===== src/rtl/fp_arb_pkg.sv =====
// fp_arb_pkg: shared types, comparator result codes and ID width helper for fp_cmp_arbiter
package fp_arb_pkg;
    localparam int FP_W = 32;
    typedef logic [FP_W-1:0] fp_word_t;
    localparam fp_word_t CMP_TRUE = 32'h00000001;
    localparam fp_word_t CMP_FALSE = 32'h00000000;
    function automatic int id_width(input int n);
        return (n > 1) ? $clog2(n) : 1;
    endfunction
endpackage


===== src/rtl/rr_arbiter.sv =====
// rr_arbiter: combinational round-robin one-hot grant with a registered search pointer
module rr_arbiter
    import fp_arb_pkg::*;
#(
    parameter int NUM_REQ = 4,
    localparam int IW = id_width(NUM_REQ)
) (
    input  logic               clk_i,
    input  logic               rst_i,
    input  logic [NUM_REQ-1:0] eligible_i,
    input  logic               accept_i,
    output logic [NUM_REQ-1:0] grant_o,
    output logic [IW-1:0]      grant_id_o
);
    logic [IW-1:0] rr_ptr_q, rr_ptr_d, idx;
    logic          found;
    // First eligible index at or above the pointer, wrapping; pointer advances past the winner.
    always_comb begin
        found = 1'b0;
        grant_id_o = '0;
        idx = '0;
        for (int k = 0; k < NUM_REQ; k++) begin
            idx = IW'((int'(rr_ptr_q) + k) % NUM_REQ);
            if (!found && eligible_i[idx]) begin
                found = 1'b1;
                grant_id_o = idx;
            end
        end
        grant_o = found ? (NUM_REQ'(1) << grant_id_o) : '0;
        rr_ptr_d = (grant_id_o == IW'(NUM_REQ - 1)) ? '0 : grant_id_o + 1'b1;
    end
    // Pointer moves only when the grant is actually taken.
    always_ff @(posedge clk_i) begin
        if (rst_i) rr_ptr_q <= '0;
        else if (accept_i) rr_ptr_q <= rr_ptr_d;
    end
endmodule


===== src/rtl/fp_cmp_arbiter.sv =====
// fp_cmp_arbiter: shares one fixed-latency fp <= comparator among NUM_REQ requesters; FP_ARB_PERF_CNT_EN adds issue_count
module fp_cmp_arbiter
    import fp_arb_pkg::*;
#(
    parameter int NUM_REQ = 4,
    parameter int CMP_LATENCY = 1
) (
    input  logic                    aclk,
    input  logic                    reset,
    input  logic [NUM_REQ-1:0]      req_valid,
    output logic [NUM_REQ-1:0]      req_ready,
    input  logic [NUM_REQ*FP_W-1:0] req_value1,
    input  logic [NUM_REQ*FP_W-1:0] req_value2,
    output logic [FP_W-1:0]         cmp_value1,
    output logic [FP_W-1:0]         cmp_value2,
    input  logic [FP_W-1:0]         cmp_result,
    output logic [NUM_REQ-1:0]      rsp_valid,
    input  logic [NUM_REQ-1:0]      rsp_ready,
    output logic [NUM_REQ*FP_W-1:0] rsp_result,
    output logic                    busy
`ifdef FP_ARB_PERF_CNT_EN
    ,
    output logic [31:0]             issue_count
`endif
);
    localparam int IW = id_width(NUM_REQ);
    // The operand register adds one edge ahead of the comparator's own latency.
    localparam int DEPTH = CMP_LATENCY + 1;

    logic [NUM_REQ-1:0][FP_W-1:0] v1, v2, rsp_result_q;
    logic [NUM_REQ-1:0]           pending, eligible, grant, rsp_valid_q;
    logic [IW-1:0]                grant_id;
    logic                         issue;
    logic [DEPTH-1:0]             tag_vld_q;
    logic [IW-1:0]                tag_id_q [DEPTH];
    fp_word_t                     cmp_value1_q, cmp_value2_q;

    assign v1 = req_value1;
    assign v2 = req_value2;

    // A requester is pending while its tag is in flight or its result is held.
    always_comb begin
        pending = rsp_valid_q;
        for (int s = 0; s < DEPTH; s++)
            if (tag_vld_q[s]) pending[tag_id_q[s]] = 1'b1;
    end

    assign eligible = req_valid & ~pending;
    assign req_ready = reset ? '0 : grant;
    assign issue = |(req_valid & req_ready);

    rr_arbiter #(.NUM_REQ(NUM_REQ)) u_rr (
        .clk_i      (aclk),
        .rst_i      (reset),
        .eligible_i (eligible),
        .accept_i   (issue),
        .grant_o    (grant),
        .grant_id_o (grant_id)
    );

    // Tag pipe shifts every cycle; stage 0 records who issued this edge.
    always_ff @(posedge aclk) begin
        if (reset) begin
            tag_vld_q <= '0;
            for (int s = 0; s < DEPTH; s++) tag_id_q[s] <= '0;
        end else begin
            tag_vld_q <= {tag_vld_q[DEPTH-2:0], issue};
            tag_id_q[0] <= grant_id;
            for (int s = 1; s < DEPTH; s++) tag_id_q[s] <= tag_id_q[s-1];
        end
    end

    // Operand registers feeding the comparator hold between issues.
    always_ff @(posedge aclk) begin
        if (reset) begin
            cmp_value1_q <= '0;
            cmp_value2_q <= '0;
        end else if (issue) begin
            cmp_value1_q <= v1[grant_id];
            cmp_value2_q <= v2[grant_id];
        end
    end

    // Consume clears a held flag; the emerging tag captures the comparator output.
    always_ff @(posedge aclk) begin
        if (reset) begin
            rsp_valid_q <= '0;
            rsp_result_q <= {NUM_REQ{CMP_FALSE}};
        end else begin
            for (int i = 0; i < NUM_REQ; i++)
                if (rsp_valid_q[i] && rsp_ready[i]) rsp_valid_q[i] <= 1'b0;
            if (tag_vld_q[DEPTH-1]) begin
                rsp_valid_q[tag_id_q[DEPTH-1]] <= 1'b1;
                rsp_result_q[tag_id_q[DEPTH-1]] <= cmp_result;
            end
        end
    end

    assign cmp_value1 = cmp_value1_q;
    assign cmp_value2 = cmp_value2_q;
    assign rsp_valid = rsp_valid_q;
    assign rsp_result = rsp_result_q;
    assign busy = |pending;

`ifdef FP_ARB_PERF_CNT_EN
    logic [31:0] issue_count_q;
    // Saturating handshake counter.
    always_ff @(posedge aclk) begin
        if (reset) issue_count_q <= '0;
        else if (issue && issue_count_q != '1) issue_count_q <= issue_count_q + 1'b1;
    end
    assign issue_count = issue_count_q;
`endif
endmodule

===== config.mk =====
export PLATFORM = sky130hd
export DESIGN_NAME = fp_cmp_arbiter
export DESIGN_NICKNAME = d
export VERILOG_FILES = /design/src/rtl/fp_arb_pkg.sv /design/src/rtl/rr_arbiter.sv /design/src/rtl/fp_cmp_arbiter.sv
export SDC_FILE = /design/constraint.sdc
export NUM_CORES = 1
export LEC_CHECK = 0
export BUFFER_PORTS_ARGS = -buffer_cell sky130_fd_sc_hd__buf_4
export CORE_AREA = 3 3 195 197
export DETAILED_ROUTE_END_ITERATION = 10
export DIE_AREA = 0 0 198 200
export GPL_ROUTABILITY_DRIVEN = 0
export GPL_TIMING_DRIVEN = 0
export PLACE_DENSITY_LB_ADDON = 0.15
export SLEW_MARGIN = 20
export SYNTH_ARGS = -nofsm -noshare
export SYNTH_HDL_FRONTEND = slang
export SYNTH_SLANG_ARGS = --single-unit

===== constraint.sdc =====
create_clock -name aclk -period 6.2 [get_ports aclk]
set_input_delay 0.62 -clock aclk [delete_from_list [all_inputs] [get_ports aclk]]
set_output_delay 0.62 -clock aclk [all_outputs]
set_load 0.01 [all_outputs]

==> flow_summary.rst, run 1 <==
.. list-table::
   :header-rows: 1

   * - Metric
     - Value
   * - Number of vias per cell after detailed routing
     - 5.030
   * - Setup crit start kind
     - flop
   * - Iter 0 DRT Violations
     - 484
   * - Compound-Gate Fraction of Synth Area
     - 23.09%
   * - I/O Pins
     - 499
   * - Ys Warns
     - 0
   * - Number of global-route vias before repair
     - 10,443
   * - Top-count cell post-synth
     - sky130_fd_sc_hd__nand2_1
   * - Synth async-reset ratio
     - 0%
   * - Most common cell type on the critical path
     - sky130_fd_sc_hd__buf_2
   * - Number of DRC violations after detailed routing
     - 0
   * - Clock tree buffer depth
     - 3
   * - Post-Route Setup TNS
     - 0 ns
   * - Clock Root Buffer
     - sky130_fd_sc_hd__clkbuf_16
   * - Layout cell share with drive strength beyond 1
     - 34.52%
   * - Skew-Pair Late Insertion Delay
     - 0.52 ns
   * - Slowest stage delay, CP
     - 0.47 ns
   * - Register bit count reported by yosys
     - 204
   * - Area contributors post-synth
     - sky130_fd_sc_hd__dfxtp_1, sky130_fd_sc_hd__nand2_1, sky130_fd_sc_hd__a21oi_1
   * - Most common flop cell mapped by yosys
     - sky130_fd_sc_hd__dfxtp_1
   * - Top fanout value on the critical path
     - 10
   * - Number of clock sinks
     - 204
   * - Clock edge transition at the registers on the reported setup and hold paths
     - 0.06 ns
   * - Number of buffers inserted by port buffering
     - 498
   * - Area share of the largest cell type after synthesis
     - 44.96%
   * - DIE WIDTH
     - 198 um
   * - Worst path buffer plus inverter count
     - 4
   * - Data arrival at the endpoint of the critical path
     - 3.50 ns
   * - Most frequent cells after synthesis
     - sky130_fd_sc_hd__nand2_1, sky130_fd_sc_hd__dfxtp_1, sky130_fd_sc_hd__a21oi_1
   * - Actual slew at the worst max-slew pin
     - 0.9533 ns
   * - Static leakage
     - 0.005926 uW
   * - Avg Cell Area, Syn
     - 8.357 um2
   * - Global-route wire length before repair
     - 67,080 um
   * - GRT Overall Usage
     - 22.10%
   * - Top cell type by total area after synthesis
     - sky130_fd_sc_hd__dfxtp_1
   * - Setup repair after global routing missed its margin
     - false
   * - Endpoint kind of the worst setup timing path
     - output pin
   * - Combinational family with the most area after synthesis
     - compound AO/OA/AOI/OAI gates
   * - Total Routed Length
     - 46,410 um
   * - Number of hold violations in the final report
     - 0
   * - CTS hold repair buffers
     - 0
   * - Clock H-tree levels
     - 1
   * - Power Density
     - 291.0 nW/um2
   * - Upper clock frequency limit
     - 242.8 MHz
   * - DIE AREA
     - 39,600 um2
   * - XOR/XNOR Fraction of Synth Area
     - 0%
   * - Pre-CTS WS
     - 2.506 ns
   * - Portion of netlist area occupied by mux cells
     - 7.052%
   * - Total via count after detailed routing
     - 10,574
   * - Classification of the worst-slack hold path
     - in -> reg
   * - Core region area
     - 36,430 um2
   * - Post-synthesis instance area
     - 9084 um2
   * - Max-slew headroom at the worst pin
     - 36.45%
   * - Max VDD drop
     - 0.1885 mV
   * - Syn-to-layout area delta
     - 55.92%
   * - Worst reg-to-reg setup slack
     - 2.99 ns
   * - WL/cell
     - 22.08 um
   * - Number of nets with antenna violations after routing
     - 0
   * - Cell class contributing the biggest share of worst-path delay
     - simple AND/OR/NAND/NOR gates
   * - Worst Path Required
     - 5.58 ns
   * - Worst setup skew after layout
     - 0.006391 ns
   * - Number of placement rows
     - 70
   * - Post-Syn Instances
     - 1,087
   * - TritonCTS clock tree
     - built
   * - Syn nets
     - 1,385
   * - Height of the chip
     - 200 um
   * - Fraction of the mapped netlist area in adder cells
     - 0%
   * - CTS Buf Count
     - 24
   * - Fraction of the yosys area taken by sequential cells
     - 44.96%
   * - Critical path, cell by cell
     - buf_2, nand3b_1, and4b_1, a2bb2oi_1, buf_2, clkbuf_1, or2_1, and3_1, buf_4
   * - Status
     - finished clean
   * - Net count, final
     - 1,909
   * - Setup ws final
     - 2.081 ns
   * - Library cell contributing the largest single delay on the critical path
     - sky130_fd_sc_hd__a2bb2oi_1
   * - Max-cap check violation count
     - 0
   * - Final Slew Violations
     - 0
   * - Post-route clock period utilization
     - 66.43%
   * - Period minus WS final
     - 4.119 ns
   * - Post-synth EDFFs
     - 0
   * - Distinct cell type count of the synthesized netlist
     - 41
   * - Initial antenna violation count
     - 7
   * - Post-synthesis share of cell area spent on and, or, nand and nor gates
     - 19.24%
   * - Initial Util
     - 24.93%
   * - Detailed-routing iteration count for the pre-antenna-repair pass
     - 5
   * - GRT Residual Overflow
     - 0
   * - Post-CTS setup buffer count
     - 0
   * - Final-report setup violation count
     - 0
   * - Post-cts repair resize count
     - 0
   * - Pin count of the biggest net entering global routing
     - 13
   * - Estimated wirelength of the detail-placed design
     - 36,320 um
   * - Kind of critical path
     - reg -> out
## placed cells by master, fill, tap and decap left out, types with 8 or more instances in the layout
| cell type | n |
|---|---|
| sky130_fd_sc_hd__clkbuf_1 | 98 |
| sky130_fd_sc_hd__buf_2 | 12 |
| sky130_fd_sc_hd__nor2_1 | 8 |
| sky130_fd_sc_hd__o22ai_1 | 64 |
| sky130_fd_sc_hd__clkinv_2 | 8 |
| sky130_fd_sc_hd__dfxtp_1 | 204 |
| sky130_fd_sc_hd__a21oi_1 | 133 |
| sky130_fd_sc_hd__o31ai_1 | 65 |
| sky130_fd_sc_hd__or4_1 | 64 |
| sky130_fd_sc_hd__o211ai_1 | 64 |
| sky130_fd_sc_hd__clkbuf_16 | 24 |
| sky130_fd_sc_hd__nand2_1 | 259 |
| sky130_fd_sc_hd__mux2i_1 | 64 |
| sky130_fd_sc_hd__buf_4 | 502 |
## worst register-to-register path: stages (launching register included)
cell and delay (ns):
sky130_fd_sc_hd__dfxtp_1 0.29, sky130_fd_sc_hd__buf_2 0.15, sky130_fd_sc_hd__nand3b_1 0.41, sky130_fd_sc_hd__and4b_1 0.37, sky130_fd_sc_hd__nor4_1 0.58, sky130_fd_sc_hd__or2_1 0.25, sky130_fd_sc_hd__buf_4 0.23, sky130_fd_sc_hd__clkbuf_1 0.50
sky130_fd_sc_hd__o31ai_1 0.21, sky130_fd_sc_hd__o22ai_1 0.14
## report_power, final
| group | switching (uW) | leakage (uW) | internal, uW |
|---|---|---|---|
| Combinational | 669 | 0.00389 | 539 |
| Sequential | 95.6 | 0.00167 | 1450 |
| Clock | 584 | 0.000371 | 780 |
## worst paths after layout
path / start / to / cells past startpoint
setup / recovery: tag_id_q[0][3] / req_ready[0] / 9
hold / removal: cmp_result[3] / rsp_result[67] / 3
setup reg to reg: tag_id_q[0][3] / cmp_value1[22] / 9
hold reg to reg: rsp_result[11] / rsp_result[11] / 2
## metrics by stage
stage	total power [uW]	util, %	std cells	hold WS (ns)	instance area, um2
floorplan	2134	-	1087	0.4731	9084
global route	4322	38.87	2102	0.3504	14160
detailed placement	2785	36.80	2053	0.4466	13410
CTS	4176	38.83	2096	0.3272	14150
global placement	2775	36.80	2053	0.4430	13410
finish	4122	38.87	2102	0.3611	14160
## routing by layer
layer	part of all wire, %	routed length, um	vias up	global-route usage (%)
li1	-	-	5021	-
met4	2.3	1058	2	6.107
met2	48	22480	388	37.41
met5	0.028	13	-	0
met1	41	19220	5097	27.95
met3	7.8	3640	66	5.891
## logic make-up (layout without fill, tap and decap cells)
kind of cell | Yosys count | after routing
AOI/OAI and AO/OA | 333 | 333
muxes | 64 | 64
DFF | 204 | 204
other | 0 | 6
buffers and inverters | 120 | 661
and+or+nand+nor | 366 | 366
## layout make-up
class	instances	area [um2]
Inverter	5	18.77
Tap cell	468	585.6
Timing Repair Buffer	498	3739
Multi-Input combinational cell	763	4486
Buffer	115	495.5
Sequential cell	204	4084
Clock buffer	33	654.4
Fill cell	3840	22270
Clock inverter	10	86.33
Antenna cell	6	15.01
## registers in the layout, indices dropped and copies added, names as in the netlist
| name | count |
|---|---|
| cmp_value1 | 32 |
| u_rr.rr_ptr_q | 2 |
| rsp_valid | 4 |
| tag_vld_q | 2 |
| cmp_value2 | 32 |
| rsp_result | 128 |
| tag_id_q | 4 |
(Power assumes the default switching activity.)
==> inputs of run 2 (changes only) <==
Settings changed: CORE_AREA 3 3 195 197 to 3 3 193 195, DIE_AREA 0 0 198 200 to 0 0 196 198.
Clock period 6.2 ns to 3.45 ns, I/O delays scaled along.
==> flow_summary.rst, run 2 (synthesis results as in run 1) <==
.. list-table::
   :header-rows: 1

   * - Metric
     - Value
   * - Total Routed Length
     - 46,200 um
   * - Number of nets with antenna violations after routing
     - 0
   * - Clock edge transition at the registers on the reported setup and hold paths
     - 0.06 ns
   * - Skew-Pair Late Insertion Delay
     - 0.53 ns
   * - Max-cap check violation count
     - 0
   * - Reg2reg path depth
     - 9
   * - Combinational share of power
     - 28.9%
   * - Top fanout value on the critical path
     - 19
   * - Capture point of the critical path
     - req_ready[0]
   * - Iter 0 DRT Violations
     - 521
   * - Clock Root Buffer
     - sky130_fd_sc_hd__clkbuf_16
   * - Syn-to-layout area delta
     - 57.04%
   * - Number of hold violations in the final report
     - 0
   * - CTS hold repair buffers
     - 0
   * - Fraction of met1 tracks used by global routing
     - 28.63%
   * - Total via count after detailed routing
     - 10,516
   * - Kind of critical path
     - reg -> out
   * - Initial antenna violation count
     - 4
   * - Worst setup skew after layout
     - 0.009506 ns
   * - Static leakage
     - 0.005961 uW
   * - Period minus WS final
     - 3.314 ns
   * - Upper clock frequency limit
     - 301.8 MHz
   * - WL/cell
     - 22.07 um
   * - Data arrival at the endpoint of the critical path
     - 2.97 ns
   * - Pin count of the biggest net entering global routing
     - 20
   * - Number of buffers inserted by port buffering
     - 498
   * - Post-route clock period utilization
     - 96.04%
   * - Critical path startpoint
     - rsp_valid[0]
   * - Area of all placed cells without fillers
     - 14,260 um2
   * - Setup ws final
     - 0.1365 ns
   * - I/O Pins
     - 499
   * - Core region area
     - 35,570 um2
   * - Number of placement rows
     - 69
   * - Clock tree buffer depth
     - 3
   * - Post-Route Setup TNS
     - 0 ns
   * - Most common cell after layout, fill and taps aside
     - sky130_fd_sc_hd__buf_4
   * - Flip-flop count of the largest register after layout
     - 128
   * - DIE WIDTH
     - 196 um
   * - Number of global-route vias before repair
     - 10,395
   * - Cell-internal power
     - 5125 uW
   * - Worst Path Required
     - 3.11 ns
   * - Initial Util
     - 25.54%
   * - Number of vias per cell after detailed routing
     - 5.024
   * - Number of clock sinks
     - 204
   * - TritonCTS clock tree
     - built
   * - Startpoint of the worst hold path
     - rsp_ready[0]
   * - GR met2 Demand/Resource
     - 37.39%
   * - Most crowded layer after global routing
     - met2
   * - Setup crit start kind
     - flop
   * - Status
     - finished clean
   * - Cell area reported after detailed placement
     - 13,400 um2
   * - Clock group share of total power
     - 34.4%
   * - Max VDD drop
     - 0.3180 mV
   * - Clock H-tree levels
     - 1
   * - Commonest non-fill, non-tap cells in the layout
     - sky130_fd_sc_hd__buf_4, sky130_fd_sc_hd__nand2_1, sky130_fd_sc_hd__dfxtp_1, sky130_fd_sc_hd__a21oi_1, sky130_fd_sc_hd__clkbuf_1
   * - Actual slew at the worst max-slew pin
     - 0.9669 ns
   * - Layout cell share with drive strength beyond 1
     - 35.20%
   * - Height of the chip
     - 198 um
   * - GRT Overall Usage
     - 22.36%
   * - Psw
     - 2437 uW
   * - Max-slew headroom at the worst pin
     - 35.54%
   * - DIE AREA
     - 38,810 um2
   * - Pre-CTS WS
     - 0.1389 ns
   * - Estimated wirelength of the detail-placed design
     - 36,040 um
   * - Power Density
     - 530.1 nW/um2
   * - Part of the power in registers
     - 36.7%
   * - Global-route wire length before repair
     - 67,030 um
   * - CTS Buf Count
     - 24
   * - Met3 Resource Use GR
     - 5.870%
   * - Final Slew Violations
     - 0
   * - Startpoint of the lowest-slack register-to-register path
     - tag_vld_q[1]
   * - Worst reg-to-reg setup slack
     - 0.36 ns
   * - Reg2reg end
     - cmp_value1[30]
   * - GRT Residual Overflow
     - 0
   * - Setup repair after global routing missed its margin
     - false
   * - Classification of the worst-slack hold path
     - in -> reg
   * - Number of DRC violations after detailed routing
     - 0
   * - Net count, final
     - 1,910
   * - Endpoint kind of the worst setup timing path
     - output pin
   * - Sw frac
     - 32.22%
   * - Final-report setup violation count
     - 0
   * - Detailed-routing iteration count for the pre-antenna-repair pass
     - 5
==> run 2: how the worst min path moves through the flow <==
stage               slack, ns         endpoint  depth (start not counted)
finish                   0.08     rsp_valid[0]                          3
CTS                      0.05     rsp_valid[0]                          3
detailed placement       0.45  rsp_result[115]                          2
global placement         0.44   rsp_result[25]                          2
floorplan                0.47   tag_id_q[0][3]                          1
global route             0.07  rsp_result[109]                          3
==> run 2: critical path: stages (launching register included) <==
cell                        delay [ns]
sky130_fd_sc_hd__dfxtp_1          0.39
sky130_fd_sc_hd__nand2b_1         0.21
sky130_fd_sc_hd__a2111oi_0        0.52
sky130_fd_sc_hd__a2bb2oi_2        0.32
sky130_fd_sc_hd__buf_2            0.45
sky130_fd_sc_hd__or2_1            0.25
sky130_fd_sc_hd__and3_1           0.18
sky130_fd_sc_hd__buf_4            0.13
==> run 2: per-layer routing <==
layer | share of wire (%) | wire [um]
met5 | 0 | 0
met4 | 2.5 | 1148
met2 | 47 | 21940
met3 | 8.4 | 3867
met1 | 42 | 19240
==> run 2: power by group through the flow <==
stage / clock network, uW / registers [uW] / logic (uW)
floorplan: 0 / 2900 / 937
global placement: 0 / 2820 / 2170
detailed placement: 0 / 2820 / 2180
CTS: 2670 / 2770 / 2190
global route: 2770 / 2800 / 2350
finish: 2600 / 2780 / 2180
==> run 2: repair_timing <==
item,4_1_cts,5_1_grt
setup buffers,2,2
gates resized for setup,2,5
setup endpoints to repair,4,4
pin swaps,1,1
endpoints found under the hold margin,0,0
==> run 2: final cells by class <==
type                    instances  area, um2
fillers                      3727      21300
multi-input cells             763       4521
flip-flops and latches        204       4084
repair buffers                502       3769
clock buffers                  32      680.7
well taps                     461      576.8
plain buffers                 112      486.7
clock inverters                10      118.9
inverters                       5      18.77
diodes                          4      10.01
==> run 2: per-stage QoR <==
step	total power [uW]	utilization, %	hold WS, ns	cells
after floorplan	3836	-	0.4731	1087
after global placement	4989	37.67	0.4434	2046
after detailed placement	5001	37.67	0.4479	2046
after CTS	7631	39.96	0.05208	2087
after global routing	7920	40.10	0.06941	2093
final	7562	40.10	0.08060	2093
==> inputs of run 3 (changes only) <==
Settings changed: CORE_AREA 3 3 193 195 to 2 2 192 194, DIE_AREA 0 0 196 198 to 0 0 194 196, SETUP_SLACK_MARGIN from default to 0.05.
==> flow_summary.rst, run 3 (synthesis results as in run 1) <==
.. list-table::
   :header-rows: 1

   * - Metric
     - Value
   * - Status
     - finished clean
   * - Height of the chip
     - 196 um
   * - Worst setup skew after layout
     - 0.007501 ns
   * - Sw frac
     - 32.13%
   * - Setup crit start kind
     - flop
   * - CTS Buf Count
     - 25
   * - Detailed-routing iteration count for the pre-antenna-repair pass
     - 5
   * - Most common cell after layout, fill and taps aside
     - sky130_fd_sc_hd__buf_4
   * - Iter 0 DRT Violations
     - 627
   * - Core region area
     - 36,080 um2
   * - Post-Route Setup TNS
     - 0 ns
   * - Clock edge transition at the registers on the reported setup and hold paths
     - 0.06 ns
   * - Clock tree buffer depth
     - 3
   * - Post-route clock period utilization
     - 93.45%
   * - Worst Path Required
     - 3.11 ns
   * - Classification of the worst-slack hold path
     - in -> reg
   * - Estimated wirelength of the detail-placed design
     - 34,690 um
   * - Total via count after detailed routing
     - 10,445
   * - Area of all placed cells without fillers
     - 14,270 um2
   * - Number of DRC violations after detailed routing
     - 0
   * - Max VDD drop
     - 0.3274 mV
   * - Library cell contributing the largest single delay on the critical path
     - sky130_fd_sc_hd__or3_1
   * - Top fanout value on the critical path
     - 13
   * - Flip-flop count of the largest register after layout
     - 128
   * - Hold Worst Slack
     - 0.07520 ns
   * - Number of placement rows
     - 70
   * - Number of clock sinks
     - 204
   * - Layout cell share with drive strength beyond 1
     - 34.99%
   * - Clock group share of total power
     - 35.2%
   * - Syn-to-layout area delta
     - 57.14%
   * - Initial antenna violation count
     - 3
   * - GRT Residual Overflow
     - 0
   * - Commonest non-fill, non-tap cells in the layout
     - sky130_fd_sc_hd__buf_4, sky130_fd_sc_hd__nand2_1, sky130_fd_sc_hd__dfxtp_1, sky130_fd_sc_hd__a21oi_1, sky130_fd_sc_hd__clkbuf_1
   * - Number of buffers inserted by port buffering
     - 498
   * - Cell area reported after detailed placement
     - 13,410 um2
   * - Total Routed Length
     - 44,800 um
   * - Number of hold violations in the final report
     - 0
   * - Power Density
     - 533.8 nW/um2
   * - Setup repair after global routing missed its margin
     - false
   * - Final Slew Violations
     - 0
   * - Part of the power in registers
     - 36.4%
   * - Data arrival at the endpoint of the critical path
     - 2.88 ns
   * - Net count, final
     - 1,909
   * - Endpoint kind of the worst setup timing path
     - output pin
   * - Number of filler cells placed in the layout
     - 3,770
   * - I/O Pins
     - 499
   * - Global-route wire length before repair
     - 66,670 um
   * - Pin count of the biggest net entering global routing
     - 20
   * - Clock H-tree levels
     - 1
   * - DIE AREA
     - 38,020 um2
   * - Number of global-route vias before repair
     - 10,217
   * - Max-slew headroom at the worst pin
     - 45.17%
   * - TritonCTS clock tree
     - built
   * - Kind of critical path
     - reg -> out
   * - Psw
     - 2448 uW
   * - DIE WIDTH
     - 194 um
   * - Number of vias per cell after detailed routing
     - 4.976
   * - Skew-Pair Late Insertion Delay
     - 0.53 ns
   * - Worst reg-to-reg setup slack
     - 0.34 ns
   * - Slowest stage delay, CP
     - 0.41 ns
   * - WL/cell
     - 21.34 um
   * - Final-report setup violation count
     - 0
   * - Max-cap check violation count
     - 0
   * - Upper clock frequency limit
     - 310.2 MHz
   * - Cell-internal power
     - 5171 uW
   * - Static leakage
     - 0.005975 uW
   * - Actual slew at the worst max-slew pin
     - 0.8225 ns
   * - Critical path, cell by cell
     - buf_2, and3_1, buf_2, or3_1, a221oi_2, o21ai_2, buf_4, nand2b_4, nor2_1, buf_4
   * - Period minus WS final
     - 3.224 ns
   * - Combinational share of power
     - 28.4%
   * - Number of nets with antenna violations after routing
     - 0
   * - Initial Util
     - 25.17%
   * - Clock Root Buffer
     - sky130_fd_sc_hd__clkbuf_16
   * - GRT Overall Usage
     - 22.63%
run 3: cell types whose count changed in the layout (fill, tap and decap cells not counted), moves of 2 or more:
cell / delta
sky130_fd_sc_hd__clkinvlp_4: -2
sky130_fd_sc_hd__clkbuf_8: +3
sky130_fd_sc_hd__clkbuf_1: +2
sky130_fd_sc_hd__diode_2: -2
run 3: final timing paths:
check | cells after the start | endpoint | start
min reg2reg | 2 | rsp_result[112] | rsp_result[112]
max | 10 | req_ready[3] | tag_vld_q[1]
max reg2reg | 9 | cmp_value1[30] | tag_vld_q[1]
min | 3 | rsp_valid[2] | rsp_ready[2]
run 3: power by group through the flow:
stage | clock, uW | sequential [uW] | combinational, uW
floorplan | 0 | 2900 | 937
global placement | 0 | 2810 | 2160
detailed placement | 0 | 2820 | 2160
CTS | 2740 | 2770 | 2180
global route | 2830 | 2800 | 2320
finish | 2680 | 2780 | 2160
run 3: through the flow:
step / total power [uW] / util [%] / worst slack [ns] / cells
2_1_floorplan: 3836 / - / 1.091 / 1087
3_3_place_gp: 4966 / 37.16 / 0.03603 / 2053
3_5_place_dp: 4977 / 37.16 / 0.1674 / 2053
4_1_cts: 7681 / 39.54 / 0.05496 / 2098
5_1_grt: 7944 / 39.56 / 0.05233 / 2099
6_report: 7619 / 39.56 / 0.2261 / 2099
run 3: critical path, delay by kind of cell (launching register included):
family	cells	cell delay [ns]
compound gates	2	0.39
buf+inv	4	0.69
flops	1	0.29
simple gates	4	0.99
run 3: cell type report:
type	count	area [um2]	area share, %
Clock buffer	38	754.5	5.286
Tap cell	468	585.6	4.102
Inverter	5	18.77	0.1315
Sequential cell	204	4084	28.61
Multi-Input combinational cell	763	4506	31.57
Antenna cell	2	5.005	0.03506
Buffer	111	481.7	3.375
Clock inverter	7	77.57	0.5435
Timing Repair Buffer	501	3761	26.35
run 3: repair_timing:
item | 4_1_cts | 5_1_grt
buffers inserted | 3 | 0
setup endpoints to repair | 4 | 4
resized for setup | 3 | 2
pin swaps | 1 | 1
hold buffers | 0 | 0
run 3: routing by layer:
layer	up-vias	GRT usage, %	wire length [um]
li1	5030	-	-
met2	406	38.25	21510
met1	4956	28.98	18980
met5	-	0	7
met3	51	5.639	3345
met4	2	5.331	954
